<file path="src/rtl/control_sequencer.sv">
// Control sequencer for the TRISC datapath: fetch/decode/execute stepping and control strobes.
// Optional build macro ILLEGAL_TRAP_EN: when defined, a non-one-hot ID in E0 halts instead of acting as a NOP.
module control_sequencer #(
    parameter int CNT_W = 16
) (
    input  logic             CLK,
    input  logic             RESET,
    input  logic [10:0]      ID,
    input  logic             Z,
    input  logic             N,
    input  logic             GO,
    output logic             PC_INC,
    output logic             PC_LD,
    output logic             MAR_SEL,
    output logic             MAR_LD,
    output logic             MEM_RD,
    output logic             MEM_WR,
    output logic             IR_LD,
    output logic             ACC_LD,
    output logic             ACC_CLR,
    output logic [2:0]       ALU_OP,
    output logic             HALTED,
    output logic             ILLEGAL,
    output logic [2:0]       STATE,
    output logic [CNT_W-1:0] RETIRED
);

    typedef enum logic [2:0] {
        IDLE = 3'd0,
        F0   = 3'd1,
        F1   = 3'd2,
        DEC  = 3'd3,
        E0   = 3'd4
    } state_t;

    state_t             state_q, state_d;
    logic               illegal_q, illegal_d;
    logic [CNT_W-1:0]   retired_q, retired_d;
    logic               idOneHot;

    assign idOneHot = (ID != 11'd0) && ((ID & (ID - 11'd1)) == 11'd0);

    always_ff @(posedge CLK) begin
        if (RESET) begin
            state_q   <= IDLE;
            illegal_q <= 1'b0;
            retired_q <= '0;
        end else begin
            state_q   <= state_d;
            illegal_q <= illegal_d;
            retired_q <= retired_d;
        end
    end

    always_comb begin
        state_d   = state_q;
        illegal_d = illegal_q;
        retired_d = retired_q;
        PC_INC    = 1'b0;
        PC_LD     = 1'b0;
        MAR_SEL   = 1'b0;
        MAR_LD    = 1'b0;
        MEM_RD    = 1'b0;
        MEM_WR    = 1'b0;
        IR_LD     = 1'b0;
        ACC_LD    = 1'b0;
        ACC_CLR   = 1'b0;
        ALU_OP    = 3'b000;
        HALTED    = 1'b0;

        case (state_q)
            IDLE: begin
                HALTED = 1'b1;
                if (GO) state_d = F0;
            end
            F0: begin
                MAR_LD  = 1'b1;
                state_d = F1;
            end
            F1: begin
                MEM_RD  = 1'b1;
                IR_LD   = 1'b1;
                PC_INC  = 1'b1;
                state_d = DEC;
            end
            DEC: begin
                MAR_SEL = 1'b1;
                MAR_LD  = 1'b1;
                state_d = E0;
            end
            E0: begin
                if (idOneHot) begin
                    // Exactly one bit is set, so each term below is mutually exclusive.
                    if (ID[0]) begin MEM_RD = 1'b1; ACC_LD = 1'b1; ALU_OP = 3'b000; end
                    if (ID[1]) MEM_WR = 1'b1;
                    if (ID[2]) begin MEM_RD = 1'b1; ACC_LD = 1'b1; ALU_OP = 3'b001; end
                    if (ID[3]) begin MEM_RD = 1'b1; ACC_LD = 1'b1; ALU_OP = 3'b010; end
                    if (ID[4]) begin MEM_RD = 1'b1; ACC_LD = 1'b1; ALU_OP = 3'b011; end
                    if (ID[5]) begin ACC_LD = 1'b1; ALU_OP = 3'b100; end
                    if (ID[6]) ACC_CLR = 1'b1;
                    if (ID[7]) PC_LD = 1'b1;
                    if (ID[8]) PC_LD = Z;
                    if (ID[9]) PC_LD = N;
                    state_d   = ID[10] ? IDLE : F0;
                    retired_d = retired_q + {{(CNT_W-1){1'b0}}, 1'b1};
                end else begin
                    illegal_d = 1'b1;
`ifdef ILLEGAL_TRAP_EN
                    state_d   = IDLE;
`else
                    state_d   = F0;
                    retired_d = retired_q + {{(CNT_W-1){1'b0}}, 1'b1};
`endif
                end
            end
            default: state_d = IDLE;
        endcase
    end

    assign ILLEGAL = illegal_q;
    assign STATE   = state_q;
    assign RETIRED = retired_q;

endmodule
</file>
<file path="config.mk">
export PLATFORM = sky130hd
export DESIGN_NAME = control_sequencer
export DESIGN_NICKNAME = d
export VERILOG_FILES = /design/src/rtl/control_sequencer.sv
export SDC_FILE = /design/constraint.sdc
export NUM_CORES = 1
export LEC_CHECK = 0
export CELL_PAD_IN_SITES_DETAIL_PLACEMENT = 0
export CELL_PAD_IN_SITES_GLOBAL_PLACEMENT = 1
export CORE_MARGIN = 3
export CORE_UTILIZATION = 29
export DETAILED_ROUTE_END_ITERATION = 10
export PLACE_DENSITY = 0.81
export SLEW_MARGIN = 20
export SYNTH_ARGS = -nofsm -noshare
export SYNTH_HDL_FRONTEND = slang
export SYNTH_SLANG_ARGS = --single-unit
export TNS_END_PERCENT = 100
</file>
<file path="constraint.sdc">
create_clock -name CLK -period 3.5 [get_ports CLK]
set_input_delay 0.7 -clock CLK [delete_from_list [all_inputs] [get_ports CLK]]
set_output_delay 0.7 -clock CLK [all_outputs]
set_load 0.03 [all_outputs]
</file>
* Yosys cells after proc, flatten, opt, wreduce, memory -nomap -nowiden
Cells that the tools add are included.
Word-level totals: bits in registers 20, latch bits 0, bits in writable memories 0, ROM bits 0, input port bits 16, output and inout port bits 33, memories kept 0
Cells by class: add/subtract/negate cells 2, $mul 0, div/mod/pow operators 0, magnitude comparators 0, equality and inequality tests 5, shift operators 0, muxes and demuxes 34, bitwise gates (word level) 2, reductions and logical operators 6
Operators by type and width (count):
- $mux 1 | 26
- $mux 3 | 6
- $add 16x1->16 const B | 1
- $pmux 3 s5 | 1
- $and 11x11->11 | 1
- $logic_not 11->1 | 1
- $reduce_bool 11->1 | 1
- $sub 11x1->11 const B | 1
- $eq 3x2->1 const B | 2
- $eq 3x1->1 const B | 1
- $eq 3x3->1 const B | 1
- $logic_not 3->1 | 1
- $ne 2x2->1 const B | 1
- $pmux 1 s2 | 1
- $reduce_and 2->1 | 1
- $reduce_or 2->1 | 1
- $logic_and 1x1->1 | 1
- $not 1->1 | 1

* Longest topological paths before layout
Gate-level depths: netlist of run 1.
depth after elaboration 7, depth in mapped cells 7

* Least setup slack after synthesis of run 1
OpenSTA, ideal clock, no wires.
path kind input to output, start input ID[1], end output ALU_OP[0], arrival 2.932 ns, slack -0.132 ns, stages 5, buffers on the path 0, cells stage by stage or4_4 or3_1 o21a_1 nor4b_4 nor3b_1
Between the ends: cells in the longest elaborated chain, start to end 6
RTL lines:
- start, declared | line 8 | input logic [10:0] ID,
- $sub 11x1->11 | line 41 | assign idOneHot = (ID != 11'd0) && ((ID & (ID - 11'd1)) == 11'd0);
- $and 11x11->11 | line 41
- $logic_not 11->1 | line 41
- $logic_and 1x1->1 * | line 41
- $mux 3 * | line 92 | if (idOneHot) begin
- $mux 3 * | line 71 | case (state_q)
- end, declared | line 21 | output logic [2:0] ALU_OP,
Every way passes the cells marked *; elsewhere a longest branch is shown, timed or not.

* Worst setup path after layout of run 1
start input ID[0], end output ALU_OP[0]
The elaborated chain is that of the path after synthesis.

==> metrics.log, run 1 <==
INFO  metric min_to = ILLEGAL
INFO  metric die-height = 68.21 um
INFO  metric finClkSkew = 2.884 ps
INFO  metric final_net_count = 211
INFO  metric route.detailed.drc = 0
INFO  metric maxCapViolCount = 0
INFO  metric status = completed
INFO  metric synth_seq_area_share = 35.67%
INFO  metric remaining_antenna_violation_count_after_routing = 0
INFO  metric setup_viol = 0
INFO  metric design.core.area = 3521 um^2
INFO  metric layout-area-overhead-vs-synth = 59.75%
INFO  metric cellLeakagePower = 0.6918 nW
INFO  metric finalCriticalPeriod = 3397 ps
INFO  metric timing.reg2reg.setup_slack = 1450 ps
INFO  metric clk-insertion-delay-late = 260 ps
INFO  metric syn-instance-count = 133
INFO  metric relSlewSlack = 51.98%
INFO  metric clock.fmax = 0.2944 GHz
INFO  metric wl_per_cell = 12.58 um
INFO  metric worst_hold_path.num_cells = 2
INFO  metric max-clock-path-buffers = 2
INFO  metric avgViaCountPerCell = 4.807
INFO  metric netlist_top_cells_area = dfxtp_1 (36%), nor2_1 (7.4%), xor2_1 (6.2%)
INFO  metric worstSetupStartpointType = input port
INFO  metric yosys_register_bits = 20
INFO  metric tritoncts.num_buffers = 3
INFO  metric grtUsageTotal = 13.72%
INFO  metric rsz0062_at_grt = false
INFO  metric synth-async-reset-ratio = 0%
INFO  metric timing.rr.end = RETIRED[15]
INFO  metric hold_path.startpoint = ILLEGAL
INFO  metric place.detailed.hpwl = 2.255 mm
INFO  metric grt_first_pass_wirelength = 4.954 mm
INFO  metric cts_max_level = 1
INFO  metric worstPathArrival = 2700 ps
INFO  metric clockRootBuffer = clkbuf_8
INFO  metric final-hold-violation-count = 0
INFO  metric syn_nets = 150
INFO  metric timing.critical_path.required = 2800 ps
INFO  metric fp.dieW = 68.21 um
INFO  metric diodes = 0
INFO  metric first_global_vias = 1118
INFO  metric hold_class = flip-flop to flip-flop
INFO  metric synth_edf_count = 0
INFO  metric worst_margin_slew = 718.1 ps
INFO  metric power_density = 278.0 nW/um^2
INFO  metric die_area = 4653 um^2
INFO  metric globalRouteOverflowTotal = 0
INFO  metric clkSinkCount = 20
INFO  metric tritoncts = yes
INFO  metric drt-pass1-iter-count = 3
INFO  metric maximum_vdd_ir_drop = 0.1176 mV
INFO  metric drive_gt1_share = 23.44%
INFO  metric placement_rows = 21
INFO  metric yosys.area.top_type_share = 35.67%
INFO  metric initial_cell_density_of_the_core = 31.88%
INFO  metric route.vias.total = 1144
INFO  metric synth_top_cell_by_area = dfxtp_1
INFO  metric timing.critical_path.fanout_max = 8
INFO  metric totalPowerFinal = 0.4984 mW
INFO  metric post_cts_hold_buffer_count = 0
INFO  metric drt_first_iter_violations = 54
INFO  metric crit_path_end_kind = output port
INFO  metric synth_area = 1122 um^2
INFO  metric floorplan.io_pins = 49
INFO  metric routed_wirelength = 2.993 mm
INFO  metric finalMaxSlewViolations = 0
INFO  metric placement.io_buffers = 48
INFO  metric clk_pin_slew = 70 ps
INFO  metric synth-main-ff-cell = dfxtp_1
INFO  metric r2r.worst_path.cells = 5
INFO  metric syn_avg_cell_area = 8.439 um^2
INFO  metric synth_warnings = 0
INFO  metric synth_cell_types = 37
INFO  metric initial_antenna_violation_count = 0
INFO  metric rr_startpoint = STATE[2]
INFO  metric worst-setup-path-type = input port to output port
INFO  metric synth_most_common_cell = nor2_1
INFO  metric synth_commonest_cells = nor2_1 (22), dfxtp_1 (20), nor3_1 (8), xor2_1 (8), xnor2_1 (7)
INFO  metric layout_worst_path_cycle_share = 97.05%
INFO  metric place_congestion = 0.8143
INFO  metric layout.core_utilization = 50.92%
INFO  metric grt_start_max_net_pins = 21
## sequential cells by signal (all words and copies together), names as in the netlist
register,cells
RETIRED,16
STATE,3
ILLEGAL,1
## worst max-delay path by stage
stage | cells after the start | end | from
finish | 8 | ALU_OP[0] | ID[0]
global route | 8 | ALU_OP[0] | ID[0]
CTS | 8 | ALU_OP[0] | ID[2]
detailed placement | 7 | ALU_OP[0] | ID[1]
global placement | 7 | ALU_OP[1] | ID[1]
floorplan | 5 | ALU_OP[0] | ID[1]
## logic make-up after synthesis
kind of cell / synth area share, %
adders and majority gates: 2.007
muxes: 1.784
buffers and inverters: 3.010
xor gates and xnor gates: 11.71
AOI/OAI and AO/OA: 10.37
DFF: 35.67
and+or+nand+nor: 35.45
## layout by cell type, fill, tap and decap left out, types with 3 or more instances in the layout
| cell type | Yosys | layout |
|---|---|---|
| and2_2 | 4 | 4 |
| a21oi_1 | 3 | 3 |
| and3_1 | 3 | 3 |
| clkbuf_8 | 0 | 3 |
| dfxtp_1 | 20 | 20 |
| clkbuf_2 | 0 | 3 |
| nand3_1 | 5 | 5 |
| o21ai_0 | 3 | 3 |
| nor3b_2 | 1 | 3 |
| xnor2_1 | 7 | 7 |
| nor2_1 | 22 | 22 |
| nor2b_1 | 3 | 3 |
| nor3_1 | 8 | 8 |
| buf_4 | 1 | 23 |
| nand2_1 | 6 | 6 |
| clkdlybuf4s50_1 | 0 | 34 |
| xor2_1 | 8 | 8 |
| nand4_1 | 4 | 4 |
## per-layer routing
layer | wire length (um) | part of all wire (%) | global-route usage, %
met5 | 0 | 0 | 0
met4 | 116 | 3.9 | 8.189
met3 | 214 | 7.2 | 2.956
met2 | 1385 | 46 | 22.62
met1 | 1276 | 43 | 16.16
## final cells by class
cell class | instances | area [um^2]
clock buffer | 3 | 41.29
tap | 46 | 57.56
sequential | 20 | 400.4
inverter | 1 | 3.754
multi-input combinational | 105 | 726.9
timing repair buffer | 63 | 563.0
fill | 357 | 1728
## metrics by stage
stage | instances | instance area [um^2] | worst slack (ps) | hold slack (ps) | TNS, ps
3_5_place_dp | 231 | 1703 | -332.8 | 502.2 | -2295
6_report | 238 | 1793 | 103.3 | 516.8 | 0
4_1_cts | 236 | 1775 | 11.32 | 519.9 | 0
2_1_floorplan | 133 | 1132 | 150.8 | 619.4 | 0
3_3_place_gp | 231 | 1703 | -234.9 | 491.9 | -1595
5_1_grt | 238 | 1793 | 3.188 | 530.3 | 0
## worst max-delay path, cell delays in order
cell             delay (ps)
clkdlybuf4s50_1         440
buf_4                   180
or3_1                   370
o21a_1                  220
nor4b_4                 270
buf_4                   180
nor3b_2                 160
buf_4                   180
## power breakdown
part           internal (mW)  switching [mW]  leakage [nW]
Clock                 0.0767          0.0719        0.0216
Sequential             0.231         0.00700         0.162
Combinational         0.0550          0.0568         0.509
Total                  0.363           0.136         0.692
## what timing repair did
action / CTS / global route
pin swaps: 4 / 3
endpoints found under the setup margin: 8 / 8
resized for setup: 10 / 9
setup buffers: 2 / 2
Note: power is estimated with default switching activity, not from simulation.
==> inputs of run 2 (changes only) <==
CORE_ASPECT_RATIO = 1.1   (was unset)
==> metrics.log, run 2 (synthesized netlist as in run 1, its figures left out) <==
INFO  metric status = completed
INFO  metric route.detailed.drc = 0 (unchanged)
INFO  metric clk_pin_slew = 60 ps (about the same)
INFO  metric maxCapViolCount = 0 (unchanged)
INFO  metric worstPathArrival = 2720 ps (+20 ps)
INFO  metric die_area = 4653 um^2 (about the same)
INFO  metric avgViaCountPerCell = 4.825 (+0.38%)
INFO  metric first_global_vias = 1186 (+6.1%)
INFO  metric grt_start_max_net_pins = 21 (unchanged)
INFO  metric layout.core_utilization = 49.25% (-1.7 points)
INFO  metric placement.io_buffers = 48 (unchanged)
INFO  metric grtUsageTotal = 13.26% (-0.46 points)
INFO  metric drt-pass1-iter-count = 4 (+1)
INFO  metric final-hold-violation-count = 0 (unchanged)
INFO  metric wl_per_cell = 12.48 um (-0.73%)
INFO  metric rsz0062_at_grt = true
INFO  metric hold_class = flip-flop to flip-flop
INFO  metric grt_first_pass_wirelength = 5.009 mm (+1.1%)
INFO  metric cts_max_level = 1 (unchanged)
INFO  metric layout_worst_path_cycle_share = 97.64% (+0.59 points)
INFO  metric final.hold.worst_slack = 520.0 ps (+3.143 ps)
INFO  metric relSlewSlack = 51.25% (-0.72 points)
INFO  metric tritoncts = yes
INFO  metric critPathMaxStageDelay = 570 ps (+130 ps)
INFO  metric drive_gt1_share = 23.68% (+0.25 points)
INFO  metric clock.fmax = 0.2926 GHz (-0.61%)
INFO  metric power_density = 272.9 nW/um^2 (-1.8%)
INFO  metric timing.critical_path.fanout_max = 8 (unchanged)
INFO  metric clk-insertion-delay-late = 250 ps (about the same)
INFO  metric place_congestion = 0.7787 (-4.4%)
INFO  metric worst-setup-path-type = input port to output port
INFO  metric worstSetupStartpointType = input port
INFO  metric floorplan.io_pins = 49 (unchanged)
INFO  metric crit_path_end_kind = output port
INFO  metric post_cts_hold_buffer_count = 0 (unchanged)
INFO  metric routed_wirelength = 2.996 mm (+0.10%)
INFO  metric die-height = 71.25 um (+4.4%)
INFO  metric fp.dieW = 65.32 um (-4.2%)
INFO  metric worst_margin_slew = 728.9 ps (+10.81 ps)
INFO  metric final_critical_path_setup_slack = 82.57 ps (-20.72 ps)
INFO  metric most-common-layout-cells = clkdlybuf4s50_1 (33), nor2_1 (22), dfxtp_1 (20)
INFO  metric tritoncts.num_buffers = 3 (unchanged)
INFO  metric remaining_antenna_violation_count_after_routing = 0 (unchanged)
INFO  metric dpl_worst_slack = -362.0 ps (-29.25 ps)
INFO  metric crit_path_cell_trace = buf_6 -> or4_4 -> or3_4 -> o21a_4 -> nor4b_4 -> buf_4 -> nor3b_4 -> buf_6
INFO  metric final_net_count = 209 (-0.95%)
INFO  metric globalRouteMet1Util = 13.72% (-2.4 points)
INFO  metric clockRootBuffer = clkbuf_8
INFO  metric tns = 0 ps (unchanged)
INFO  metric finalMaxSlewViolations = 0 (unchanged)
INFO  metric crit_family = simple AND/OR/NAND/NOR gates
INFO  metric design.core.area = 3684 um^2 (+4.6%)
INFO  metric number_of_flip_flops_in_the_largest_register = 16 (unchanged)
INFO  metric grtUsageMet3 = 4.075% (+1.1 points)
INFO  metric drt_first_iter_violations = 52 (-3.7%)
INFO  metric slowest_stage = or4_4
INFO  metric layout.cells.most_common = clkdlybuf4s50_1
INFO  metric layout-area-overhead-vs-synth = 61.65%
INFO  metric finalCriticalPeriod = 3417 ps (+20.72 ps)
INFO  metric timing.critical_path.required = 2800 ps (about the same)
INFO  metric route.vias.total = 1158 (+1.2%)
INFO  metric max-clock-path-buffers = 2 (unchanged)
INFO  metric initial_antenna_violation_count = 0 (unchanged)
INFO  metric clkSinkCount = 20 (unchanged)
INFO  metric groute.layer.met2.usage = 24.75% (+2.1 points)
INFO  metric placement_rows = 23 (+9.5%)
INFO  metric initial_cell_density_of_the_core = 30.47% (-1.4 points)
INFO  metric totalPowerFinal = 0.4952 mW (-0.65%)
INFO  metric global_route.peak_usage_layer = met2
INFO  metric cpMostUsedCell = buf_6
INFO  metric setup_viol = 0 (unchanged)
INFO  metric place.detailed.hpwl = 2.329 mm (+3.2%)
INFO  metric worst-path-buf-inv = 3 (-1)
INFO  metric maximum_vdd_ir_drop = 0.1115 mV (-5.2%)
INFO  metric diodes = 0 (unchanged)
INFO  metric cellLeakagePower = 0.7005 nW (+1.3%)
INFO  metric finClkSkew = 3.606 ps (+0.7218 ps)
INFO  metric globalRouteOverflowTotal = 0 (unchanged)
## run 2: cell types whose count changed in the layout (fill, tap and decap cells not counted), moves of 2 or more
cell	delta
nor3b_4	+2
clkbuf_2	-2
buf_4	-4
buf_6	+3
nor3b_2	-2
## run 2: path summary, 6_finish.rpt
kind         slack (ps)  cells after the start  startpoint     endpoint
max                  80                      8       ID[4]    ALU_OP[0]
min                 520                      2  RETIRED[9]   RETIRED[9]
min reg2reg         520                      2  RETIRED[9]   RETIRED[9]
max reg2reg        1420                      5    STATE[2]  RETIRED[15]
## run 2: repair_timing
item | 4_1_cts | 5_1_grt
setup endpoints to repair | 8 | 8
buffers inserted | 1 | 1
resized for setup | 13 | 15
pin swaps | 4 | 4
## run 2: metrics by stage
| step | std cells | cell area [um^2] |
|---|---|---|
| global placement | 235 | 1708 |
| floorplan | 133 | 1132 |
| global route | 240 | 1814 |
| detailed placement | 235 | 1708 |
| finish | 240 | 1814 |
| CTS | 239 | 1752 |
## run 2: metal layers
metal,vias to the layer above,wire [um]
met5,-,0
met4,0,56
met3,7,271
met2,43,1461
met1,521,1206
li1,587,-
## run 2: final cells by class
| type | instances | area, um^2 |
|---|---|---|
| clock buffer | 3 | 41.29 |
| fill | 373 | 1869 |
| inverter | 1 | 3.754 |
| multi-input combinational | 105 | 742.0 |
| sequential | 20 | 400.4 |
| tap | 50 | 62.56 |
| timing repair buffer | 61 | 564.3 |
## run 2: worst register-to-register path: cells and delay by family, from the launching register on
family | cells | cell delay (ps)
flip-flops | 1 | 490
AND/OR/NAND/NOR | 4 | 1310
XOR/XNOR | 1 | 150
## run 2: where the power goes
group          total, mW  internal (mW)  switching [mW]
Combinational      0.112         0.0543          0.0573
Clock              0.145         0.0765          0.0688
Sequential         0.238          0.231         0.00730
Total              0.495          0.362           0.133
==> RTL edit 1: new RTL, config.mk and constraints of run 1 <==
`CNT_W`: 16 -> 18.
--- a/src/rtl/control_sequencer.sv
+++ b/src/rtl/control_sequencer.sv
@@ -3,3 +3,3 @@
 module control_sequencer #(
-    parameter int CNT_W = 16
+    parameter int CNT_W = 18
 ) (
Interface: changed (resized RETIRED); port bits go from 49 to 51. The function was not compared with the original's and may differ.
==> RTL edit 1 against run 1 <==
- total power up 23%
- wire length grew 4.5%
- cell area increased by 10%
- synthesized area is 11% higher
- worst setup slack got worse by 0.0052 ns
- sequential cell count increased by 2
- die area grew 9.6%
- count of clock-buffer cells in the layout stayed put
- clock skew is 0.0025 ns higher
==> RTL edit 1: results <==
synthesis:
  synthDistinctLibCells: 40
  synth_fp_nets: 167
  synthTopCellsByArea: "dfxtp_1 35%, xnor2_1 5.6%, nor2_1 5.4%"
  yosysSeqAreaShare_pct: 35.48
  synthTopCellsByCount: "22 x dfxtp_1, 18 x nor2_1, 10 x nand2_1, 9 x and2_1, 8 x xnor2_1"
  syn-instance-count: 150
routing:
  routedWlPerCell_um: 11.98
  vias: 1230
  drtIter0Drc: 59
  via_per_inst: 4.713
sta:
  max_slew_margin_pct: 67.17
  skew_ns: 0.005356
layout:
  largest_reg_flops: 18
  nets: 229
  fillCellCount: 409
  drive_gt1_share_pct: 21.33
setup_path:
  r2r_cells: 4
  crit_slowest_cell: "clkdlybuf4s50_1"
  r2r_setup_slack_ns: 1.52
  path_max_fanout: 5
  r2r-end: "RETIRED[11]"
clocking:
  cts_made_buffers: 3
place:
  io_buffers: 50
  place_congestion: 0.7620
  dp_cells: 254
  hpwlAfterDp_um: 2372
status:
  status: "finished, final reports clean"
global_routing:
  grt_pass1_wl_um: 5271
  track_usage_pct: 12.71
  grt_pass1_vias: 1113
  grt_max_degree: 24
power:
  p_leak_nw: 0.7314
  ir_worst_vdd_v: 0.0001994
hold_path:
  min_from: "ILLEGAL"
-- RTL edit 1: cell types whose count changed after synthesis, moves of 3 or more --
cell            run 1  this run
and2_1              0         9
and2_2              4         0
nand2_1             6        10
nor2_1             22        18
nor3b_1             4         1
-- RTL edit 1: power by group --
group	leakage (nW)	total (mW)	switching [mW]	internal (mW)
Clock	0.0357	0.239	0.0858	0.153
Combinational	0.518	0.112	0.0561	0.0560
Sequential	0.178	0.261	0.00798	0.253
Total	0.731	0.612	0.150	0.462
-- RTL edit 1: per-stage QoR --
stage	area [um2]	setup WS, ns	hold WS [ns]	utilization (%)	total power [mW]
after floorplan	1241	0.2667	0.5996	-	0.3199
after global placement	1843	-0.1625	0.4614	45.42	0.3754
after detailed placement	1843	-0.1539	0.4641	45.42	0.3762
after CTS	1964	0.007793	0.4872	48.41	0.6197
after global routing	1976	0.003078	0.5258	48.69	0.6423
final	1976	0.09812	0.4770	48.69	0.6122
-- RTL edit 1: cell type report --
class | count | area (um2) | share of cell area, %
clock inverters | 1 | 30.03 | 1.520
repair buffers | 66 | 614.3 | 31.10
multi-input cells | 116 | 775.7 | 39.27
inverters | 3 | 11.26 | 0.5700
clock buffers | 3 | 41.29 | 2.090
flip-flops and latches | 22 | 440.4 | 22.29
well taps | 50 | 62.56 | 3.167
-- RTL edit 1: cells by family after synthesis --
group           count (synthesis)  share of synthesized area (%)
simple gates                   77                          35.89
flops                          22                          35.48
compound gates                 20                          10.58
xor+xnor                       15                          10.58
buf+inv                        12                          4.032
mux                             2                          1.613
fa+ha+maj                       2                          1.814
-- RTL edit 1: critical path: cells and delay by family --
kind	cells	cell delay, ns
compound gates	3	0.74
buf+inv	4	0.90
simple gates	1	0.36
-- RTL edit 1: layer usage --
layer	global-route usage, %	share of wire [%]	vias up
met3	2.945	3.4	4
met1	17.67	49	558
li1	-	-	648
met5	0	0	-
met2	20.10	47	20
met4	2.714	0.90	0
-- RTL edit 1: worst max path at each step --
stage                      from   endpoint  slack [ns]  cells past startpoint
after floorplan           ID[0]  ALU_OP[0]        0.27                      5
final                     ID[7]     MEM_RD         0.1                      8
after detailed placement  ID[0]    ACC_CLR       -0.15                      8
after global placement    ID[0]  ALU_OP[2]       -0.16                      8
after CTS                 ID[7]    ACC_CLR       0.008                      8
after global routing      ID[7]     ACC_LD       0.003                      8
-- RTL edit 1: repair_timing --
action,4_1_cts,5_1_grt
endpoints found under the hold margin,0,0
setup endpoints to repair,8,8
pin swaps,5,3
hold buffers,0,0
gates resized for setup,27,1
setup buffers,2,1
==> RTL edit 2: new RTL, config.mk and constraints of run 1 <==
Without the edit above. Make the reset (`RESET`) asynchronous in one clocked block.
--- a/src/rtl/control_sequencer.sv
+++ b/src/rtl/control_sequencer.sv
@@ -42,3 +42,3 @@
 
-    always_ff @(posedge CLK) begin
+    always_ff @(posedge CLK or posedge RESET) begin
         if (RESET) begin
Formal check against the unedited RTL: differs if RESET is asserted again (counterexample within 4 cycles, from zero or initial values and one cycle with RESET high); with RESET held inactive, the same outputs for 10 cycles.
==> RTL edit 2 against run 1 <==
- synthesized cell count fell by 16%
- worst hold slack got worse by 0.062 ns
- worst setup slack got worse by 0.076 ns
- sequential cell count did not move
- clock skew rose by 0.0019 ns
- die area fell by 0.41%
- synthesized area fell by 0.45%
- cell area rose by 6.3%
- core utilization rose by 3.2 points
- wire length rose by 6.1%
- critical path depth rose by 11
- via count fell by 2.0%
- largest cell class unchanged
- highest routed layer unchanged
Power is not compared: it rests on default switching activity, and its combinational part moved more than twofold at a synthesized area within 25%.
==> RTL edit 2: results <==
status:
  status: "finished, final reports clean"
setup_path:
  path_max_fanout: 4
  crit_slowest_cell: "or4_4"
  crit_arrival_ns: 3.62
routing:
  via_per_inst: 4.832
  drtIter0Drc: 51
  routedWlPerCell_um: 13.69
  wl_met1_um: 1417
  wl_met2_um: 1483
layout:
  drive_gt1_share_pct: 27.96
  num-multi-input-gates: 85
  buffers: 72
  nets: 204
  layout.area.seq_um2: 500.5
  design_area_um2: 1906
  clkCellAreaFrac_pct: 3.743
  multi_input_area_um2: 630.6
  inverters_excl_clock: 5
global_routing:
  use_met1_pct: 17.60
  grt_pass1_wl_um: 4802
  track_usage_pct: 13.45
synthesis:
  yosysSeqAreaShare_pct: 44.79
  synth.top_cell.area_share_pct: 44.79
  syn-instance-count: 112
  synthTopCellsByCount: "20 x dfrtp_1, 11 x nor2_1, 11 x xnor2_1, 6 x nand3_1, 6 x nor3_1"
  synthTopCellsByArea: "dfrtp_1 45%, xnor2_1 8.6%, xor2_1 3.9%"
clocking:
  cts.repair.resized: 12
sta:
  skew_ns: 0.004749
  worst_slew_pin_slew_ns: 0.7173
place:
  dpl-instance-area_um2: 1699
  hpwlAfterDp_um: 2198
  place_ws_ns: -0.3066
[RTL edit 2: path summary, 6_finish.rpt]
check                           startpoint  slack (ns)     endpoint
worst max-delay path                 ID[4]        0.03      ILLEGAL
worst min-delay path               ILLEGAL        0.46      ILLEGAL
worst max register to register    STATE[2]        1.31  RETIRED[13]
worst min register to register     ILLEGAL        0.46      ILLEGAL
max in group asynchronous            RESET        2.19   RETIRED[3]
min in group asynchronous            RESET        0.86  RETIRED[15]
[RTL edit 2: cells by family after synthesis]
logic type	after synthesis	synth area share (%)
AOI/OAI and AO/OA	15	10.42
xor gates and xnor gates	16	12.54
adders and majority gates	2	2.016
buffers and inverters	7	3.360
DFF	20	44.79
muxes	2	1.904
and+or+nand+nor	50	24.97
[RTL edit 2: power breakdown]
part / leakage, nW / switching, mW / total, mW / internal (mW)
registers: 0.266 / 0.0634 / 0.337 / 0.274
clock network: 0.0357 / 0.0725 / 0.225 / 0.152
logic: 0.575 / 0.265 / 0.481 / 0.216
total: 0.877 / 0.401 / 1.04 / 0.642
